### config.mk
export PLATFORM = sky130hd
export DESIGN_NAME = alu_operand_loader
export DESIGN_NICKNAME = d
export VERILOG_FILES = /design/src/rtl/alu_operand_loader.sv
export SDC_FILE = /design/constraint.sdc
export NUM_CORES = 1
export LEC_CHECK = 0
export ABC_AREA = 1
export BUFFER_PORTS_ARGS = -buffer_cell sky130_fd_sc_hd__buf_2
export CAP_MARGIN = 40
export CORE_ASPECT_RATIO = 1.2
export CORE_UTILIZATION = 62
export CTS_BUF_LIST = sky130_fd_sc_hd__clkbuf_2
export DETAILED_ROUTE_END_ITERATION = 7
export HOLD_SLACK_MARGIN = 0.02
export PLACE_DENSITY_LB_ADDON = 0.1
export SYNTH_ARGS = -nofsm -noshare
export SYNTH_HDL_FRONTEND = slang
export SYNTH_SLANG_ARGS = --single-unit
### constraint.sdc
create_clock -name clk -period 4.2 [get_ports clk]
set_input_delay 0.84 -clock clk [delete_from_list [all_inputs] [get_ports clk]]
set_output_delay 0.84 -clock clk [all_outputs]
set_load 0.05 [all_outputs]
### src/rtl/alu_operand_loader.sv
// Serial operand loader: shifts A, B and opcode in MSB-first, then holds them for the ALU until op_ready.
// Optional ALU_LOADER_PARITY_EN appends an even-parity bit to each 8-bit operand field.
module alu_operand_loader (
    input  logic       clk,
    input  logic       reset,
    input  logic       start,
    input  logic       abort,
    input  logic       bit_in,
    input  logic       bit_valid,
    input  logic       op_ready,
    output logic [7:0] a_out,
    output logic [7:0] b_out,
    output logic [2:0] op_out,
    output logic       op_valid,
    output logic       busy,
    output logic       err,
    output logic [2:0] state_out
);

    typedef enum logic [2:0] {
        IDLE    = 3'd0,
        LOAD_A  = 3'd1,
        LOAD_B  = 3'd2,
        LOAD_OP = 3'd3,
        ISSUE   = 3'd4,
        ERR     = 3'd5
    } state_t;

`ifdef ALU_LOADER_PARITY_EN
    localparam logic [3:0] OPND_LAST = 4'd8;
`else
    localparam logic [3:0] OPND_LAST = 4'd7;
`endif
    localparam logic [3:0] OPC_LAST = 4'd2;

    state_t     state;
    state_t     state_nxt;
    logic [3:0] cnt;
    logic [7:0] sr_a;
    logic [7:0] sr_b;
    logic [2:0] sr_op;
    logic       loading;
    logic       field_last;
    logic       data_bit;
    logic       par_bad;

    assign loading    = (state == LOAD_A) || (state == LOAD_B) || (state == LOAD_OP);
    assign field_last = bit_valid && (cnt == ((state == LOAD_OP) ? OPC_LAST : OPND_LAST));
    // Position 8 of an operand field is the parity bit; it is checked, never shifted in.
    assign data_bit   = (cnt < 4'd8);

`ifdef ALU_LOADER_PARITY_EN
    assign par_bad = ^{((state == LOAD_A) ? sr_a : sr_b), bit_in};
`else
    assign par_bad = 1'b0;
`endif

    always_ff @(posedge clk) begin
        if (reset) begin
            state <= IDLE;
        end else begin
            state <= state_nxt;
        end
    end

    always_comb begin
        state_nxt = state;
        case (state)
            IDLE:    if (start) state_nxt = LOAD_A;
            LOAD_A:  if (field_last) state_nxt = par_bad ? ERR : LOAD_B;
            LOAD_B:  if (field_last) state_nxt = par_bad ? ERR : LOAD_OP;
            LOAD_OP: if (field_last) state_nxt = ISSUE;
            ISSUE:   if (op_ready) state_nxt = IDLE;
            ERR:     if (start) state_nxt = LOAD_A;
            default: state_nxt = IDLE;
        endcase
        if (abort) begin
            state_nxt = IDLE;
        end
    end

    always_comb begin
        busy      = loading;
        op_valid  = (state == ISSUE);
`ifdef ALU_LOADER_PARITY_EN
        err       = (state == ERR);
`else
        err       = 1'b0;
`endif
        state_out = state;
    end

    always_ff @(posedge clk) begin
        if (reset) begin
            cnt    <= 4'd0;
            sr_a   <= 8'd0;
            sr_b   <= 8'd0;
            sr_op  <= 3'd0;
            a_out  <= 8'd0;
            b_out  <= 8'd0;
            op_out <= 3'd0;
        end else if (abort) begin
            cnt <= 4'd0;
        end else begin
            if (((state == IDLE) || (state == ERR)) && start) begin
                cnt   <= 4'd0;
                sr_a  <= 8'd0;
                sr_b  <= 8'd0;
                sr_op <= 3'd0;
            end
            if (loading && bit_valid) begin
                cnt <= field_last ? 4'd0 : cnt + 4'd1;
                if ((state == LOAD_A) && data_bit) sr_a <= {sr_a[6:0], bit_in};
                if ((state == LOAD_B) && data_bit) sr_b <= {sr_b[6:0], bit_in};
                if (state == LOAD_OP) sr_op <= {sr_op[1:0], bit_in};
                if ((state == LOAD_OP) && field_last) begin
                    a_out  <= sr_a;
                    b_out  <= sr_b;
                    op_out <= {sr_op[1:0], bit_in};
                end
            end
        end
    end

endmodule

==> results_dict.tcl, run 1 <==
set metrics [dict create \
    ys_warn_count 0 \
    die-area_um2 3486 \
    wl_per_cell_um 10.49 \
    top_layer_used "met4" \
    slew_headroom_pct 61.91 \
    layout.area.seq_um2 880.8 \
    ios 32 \
    cts_setup_buffers 0 \
    dp_hpwl_um 2550 \
    min_period_ns 2.393 \
    cts_buffers 5 \
    tns_ns 0 \
    core-area_um2 3083 \
    startpoint_type "register" \
    grt_max_degree 39 \
    crit_chain "inv_2, nand2_4, nand2_1, inv_1, buf_2" \
    drtAntennaViolNets 0 \
    ys.flop_type "dfxtp_1" \
    cts_max_level 2 \
    insertedDiodeCount 0 \
    fin_nets 323 \
    ys_ff_latch 44 \
    ys_top_cells_by_area "dfxtp_1 44%, nand2_1 12%, nand3_1 9.4%, nor2_1 8.9%, a21oi_1 6.2%" \
    gr-total-overflow 0 \
    die_h_um 64.48 \
    yosysTopAreaCellShare_pct 43.67 \
    synth_area_um2 2017 \
    synth_edf_count 0 \
    rows 22 \
    tritoncts "yes" \
    final_cell_mix "63 x nand2_1, 48 x nor2_1, 44 x dfxtp_1, 38 x nand3_1, 31 x inv_1" \
    critPathTopFamily "flip-flops" \
    fin_crit_sh_pct 56.96 \
    worst_pin_slew_ns 0.5702 \
    multi_input_area_um2 935.9 \
    drive_gt1_share_pct 18.99 \
    drt_iter0_drc 20 \
    cts.clk_slew.worst_paths_ns 0.20 \
    synth.distinct_cells 26 \
    p_leak_nw 1.131 \
    drc 0 \
    async_flop_share_pct 0 \
    grt_antenna_before_repair 0 \
    place.gp.congestion 0.7738 \
    critPathKind "reg2out" \
    outcome "completed" \
    wl_met2_um 1800 \
    worstPathRequired_ns 3.36 \
    slowest_delay_ns 0.49 \
    grt_use_total_pct 25.35 \
    rsz0062_at_grt "no" \
    port_buffers 30 \
    ir_drop_v 0.0002974 \
    crit_path_max_fanout 7 \
    fmax_mhz 418.0 \
    syn_inst 288 \
    cts_resized 0 \
    wl_met1_um 1639 \
    vias_per_cell 5.165 \
    slew_viol_final 0 \
    mostFrequentLayoutCell "nand2_1" \
    critPathArrivalTime_ns 1.55 \
    ctsRootBufferMaster "clkbuf_2" \
    grt_pass1_wl_um 6486 \
    area_growth_pct 9.801 \
    hold_path.class "reg2reg" \
    clock-sinks 44 \
    hold_viol_final 0 \
    setup_viol 0 \
    die_width_um 54.07 \
    cts_buffer_depth 2 \
    synth_area_per_cell_um2 7.003 \
    insertion_delay_ns 0.42 \
    cp_slowest_cell "dfxtp_1" \
    yosysTopAreaCell "dfxtp_1" \
    start_util_pct 65.42 \
    place_area_um2 2150 \
    ys_seq_area_share_pct 43.67 \
    finClkSkew_ns 0.01089 \
    via_count 1818 \
    cp_num_buf_inv 3 \
    drv_cap 0 \
    endpoint_kind "output port" \
    wl_um 3691 \
    wl_met3_um 128 \
    dr.pass1.iters 4 \
    final_area_um2 2215 \
    power.density_nw_per_um2 345.4 \
    postCtsHoldBufs 0 \
    grt_pass1_vias 1635 \
    synth_fp_nets 296 \
    fillers 278 \
]
## routing by layer
metal / vias up / GRT usage, %
met1: 811 / 29.35
met3: 11 / 4.930
met5: - / 0
met2: 43 / 42.44
met4: 0 / 13.46
li1: 953 / -
## sequential cells by signal (all words and copies together), names as in the netlist
| name | cells |
|---|---|
| a_out | 8 |
| b_out | 8 |
| cnt | 4 |
| op_out | 3 |
| sr_a | 8 |
| sr_b | 8 |
| sr_op | 2 |
| state_out | 3 |
## worst paths after layout
kind	endpoint	depth (start not counted)	slack [ns]	start
hold reg to reg	sr_a[7]	2	0.50	sr_a[6]
setup reg to reg	op_out[2]	7	2.40	state_out[0]
setup / recovery	busy	5	1.81	state_out[0]
hold / removal	sr_a[7]	2	0.50	sr_a[6]
## worst register-to-register path: stages (launching register included)
cell,delay [ns]
dfxtp_1,0.49
inv_2,0.09
nand2_4,0.09
nand3_4,0.12
inv_4,0.13
nand4_4,0.46
nor2_1,0.28
nor2_1,0.07
## Yosys cell counts, types with 2 or more instances
master,instances
nand3_1,38
nor2_2,2
inv_2,3
nand2_2,10
dfxtp_1,44
clkbuf_1,2
buf_6,2
nand2_1,63
buf_2,5
a21oi_1,25
xor2_1,2
inv_1,31
nor2_1,48
## report_power, final
part | internal [mW] | switching, mW | leakage [nW] | total, mW
Clock | 0.102 | 0.132 | 0.0430 | 0.234
Combinational | 0.0242 | 0.0786 | 0.734 | 0.103
Sequential | 0.422 | 0.00584 | 0.355 | 0.428
## cell families after synthesis
family | count (synthesis) | share of synthesized area, %
simple gates | 168 | 38.28
buf+inv | 46 | 9.925
flops | 44 | 43.67
compound gates | 26 | 6.451
xor+xnor | 2 | 0.8686
fa+ha+maj | 1 | 0.6202
other cells | 1 | 0.1859
## area by class of cell
| class | instances | share of cell area [%] |
|---|---|---|
| clock buffer | 6 | 1.356 |
| inverter | 36 | 6.215 |
| clock inverter | 2 | 1.582 |
| timing repair buffer | 30 | 6.780 |
| tap | 36 | 2.034 |
| sequential | 44 | 39.77 |
| multi-input combinational | 198 | 42.26 |
## stage by stage
stage               util [%]  cells  hold slack, ns  power (mW)  setup slack (ns)
floorplan                  -    288          0.4529      0.5164             1.783
global placement       69.72    344          0.4689      0.5366             2.008
detailed placement     69.72    344          0.4731      0.5376             1.973
CTS                    71.83    352          0.4972      0.7680             1.809
global route           71.83    352          0.5251      0.8012             1.683
finish                 71.83    352          0.4957      0.7648             1.807
(Power assumes the default switching activity.)
==> run 2: changes to the inputs <==
CORE_UTILIZATION = 58   (was 62)
clock period = 2.4 ns   (was 4.2 ns; I/O delays follow)
==> run 2 against run 1 <==
Compared with the run above:
- sequential power up 75%
- register-to-register slack worse by 1.6 ns
- sequential cell count unchanged
- setup slack worse by 1.4 ns
- non-clock buffer count up 1
- sequential share of layout area about the same
- largest power group unchanged
==> results_dict.tcl, run 2 (synthesized netlist as in run 1, its figures left out) <==
set metrics [dict create \
    place.gp.congestion 0.8381 \
    grt_use_total_pct 22.04 \
    start_util_pct 60.42 \
    setup_viol 0 \
    wl_met2_um 1698 \
    fin_crit_sh_pct 82.35 \
    grt_max_degree 39 \
    wl_um 3700 \
    pwr-share-clk_pct 29.4 \
    postCtsHoldBufs 0 \
    vias_per_cell 5.091 \
    tns_ns 0 \
    ios 32 \
    insertedDiodeCount 0 \
    dp_hpwl_um 2565 \
    clock-sinks 44 \
    area_growth_pct 9.739 \
    worst_slack_ns 0.4235 \
    final_area_um2 2213 \
    slew_viol_final 0 \
    outcome "completed" \
    core-area_um2 3338 \
    wl_per_cell_um 10.51 \
    mostFrequentLayoutCell "nand2_1" \
    pre_cts_ws_ns 0.6575 \
    startpoint_type "register" \
    p_comb_share_pct 13.6 \
    tritoncts "yes" \
    die-area_um2 3718 \
    finClkSkew_ns 0.01906 \
    cts_buffers 5 \
    cts.clk_slew.worst_paths_ns 0.20 \
    grt_pass1_wl_um 6465 \
    gr-total-overflow 0 \
    port_buffers 30 \
    power_switching_mw 0.3666 \
    grt_pass1_vias 1514 \
    reg2reg_depth 8 \
    final_cell_mix "63 x nand2_1, 48 x nor2_1, 44 x dfxtp_1, 38 x nand3_1, 31 x inv_1" \
    insertion_delay_ns 0.39 \
    drive_gt1_share_pct 18.73 \
    p_total_mw 1.313 \
    whs_path_depth 3 \
    drtAntennaViolNets 0 \
    ir_drop_v 0.0005128 \
    p_leak_nw 1.127 \
    wl_met1_um 1779 \
    wl_met3_um 161 \
    die_width_um 55.83 \
    drv_cap 0 \
    p_seq_share_pct 57.0 \
    via_count 1792 \
    place_area_um2 2158 \
    p_int_mw 0.9462 \
    fin_nets 324 \
    rows 23 \
    top_layer_used "met4" \
    slew_headroom_pct 63.00 \
    grt_antenna_before_repair 0 \
    swShare_pct 27.93 \
    critPathArrivalTime_ns 1.50 \
    worst_pin_slew_ns 0.5515 \
    drc 0 \
    critPathKind "reg2out" \
    crit_path_max_fanout 7 \
    hold_path.class "in2reg" \
    worstPathRequired_ns 1.92 \
    cts_resized 0 \
    drt_iter0_drc 98 \
    fmax_mhz 505.9 \
    die_h_um 66.60 \
    power.density_nw_per_um2 593.1 \
    dr.pass1.iters 4 \
    ctsRootBufferMaster "clkbuf_2" \
    rsz0062_at_grt "no" \
    cts_buffer_depth 2 \
    cts_max_level 2 \
    endpoint_kind "output port" \
    hold_viol_final 0 \
    min_period_ns 1.976 \
    cts_setup_buffers 0 \
]
## run 2: cell count changes in the layout (fill, tap and decap cells not counted)
cell	previous run	this run
buf_4	0	1
clkbuf_2	6	5
clkinv_2	1	0
## run 2: stage by stage
step                      instances  hold WS, ns  util, %
after CTS                       352       0.2957    66.30
after global routing            352       0.3124    66.30
after global placement          346       0.4621    64.66
final                           352       0.3179    66.30
after floorplan                 288       0.4529        -
after detailed placement        346       0.4738    64.66
## run 2: power groups by stage
stage / clock, mW / combinational (mW) / sequential [mW]
after CTS: 0.395 / 0.180 / 0.748
final: 0.386 / 0.179 / 0.748
after global placement: 0 / 0.176 / 0.763
after floorplan: 0 / 0.124 / 0.780
after global routing: 0.418 / 0.198 / 0.750
after detailed placement: 0 / 0.179 / 0.763
## run 2: layout make-up
type,count,area [um^2]
tap,37,46.29
clock buffer,5,25.02
inverter,36,137.6
clock inverter,1,30.03
sequential,44,880.8
timing repair buffer,31,157.7
multi-input combinational,198,935.9
fill,312,1125
## run 2: path summary, 6_finish.rpt
path,from,end,slack (ns)
worst max-delay path,state_out[0],busy,0.42
worst min-delay path,bit_in,op_out[0],0.32
worst max register to register,state_out[2],b_out[0],0.81
worst min register to register,sr_a[2],sr_a[3],0.49
## run 2: metal layers
metal	vias to the layer above	track usage [%]
li1	952	-
met5	-	0
met2	41	35.24
met3	5	5.825
met1	794	27.72
met4	0	10.67
## run 2: critical path: stages (launching register included)
cell and delay (ns):
dfxtp_1 0.48, inv_2 0.09, nand2_4 0.08, nand2_1 0.11, inv_1 0.09, buf_2 0.26
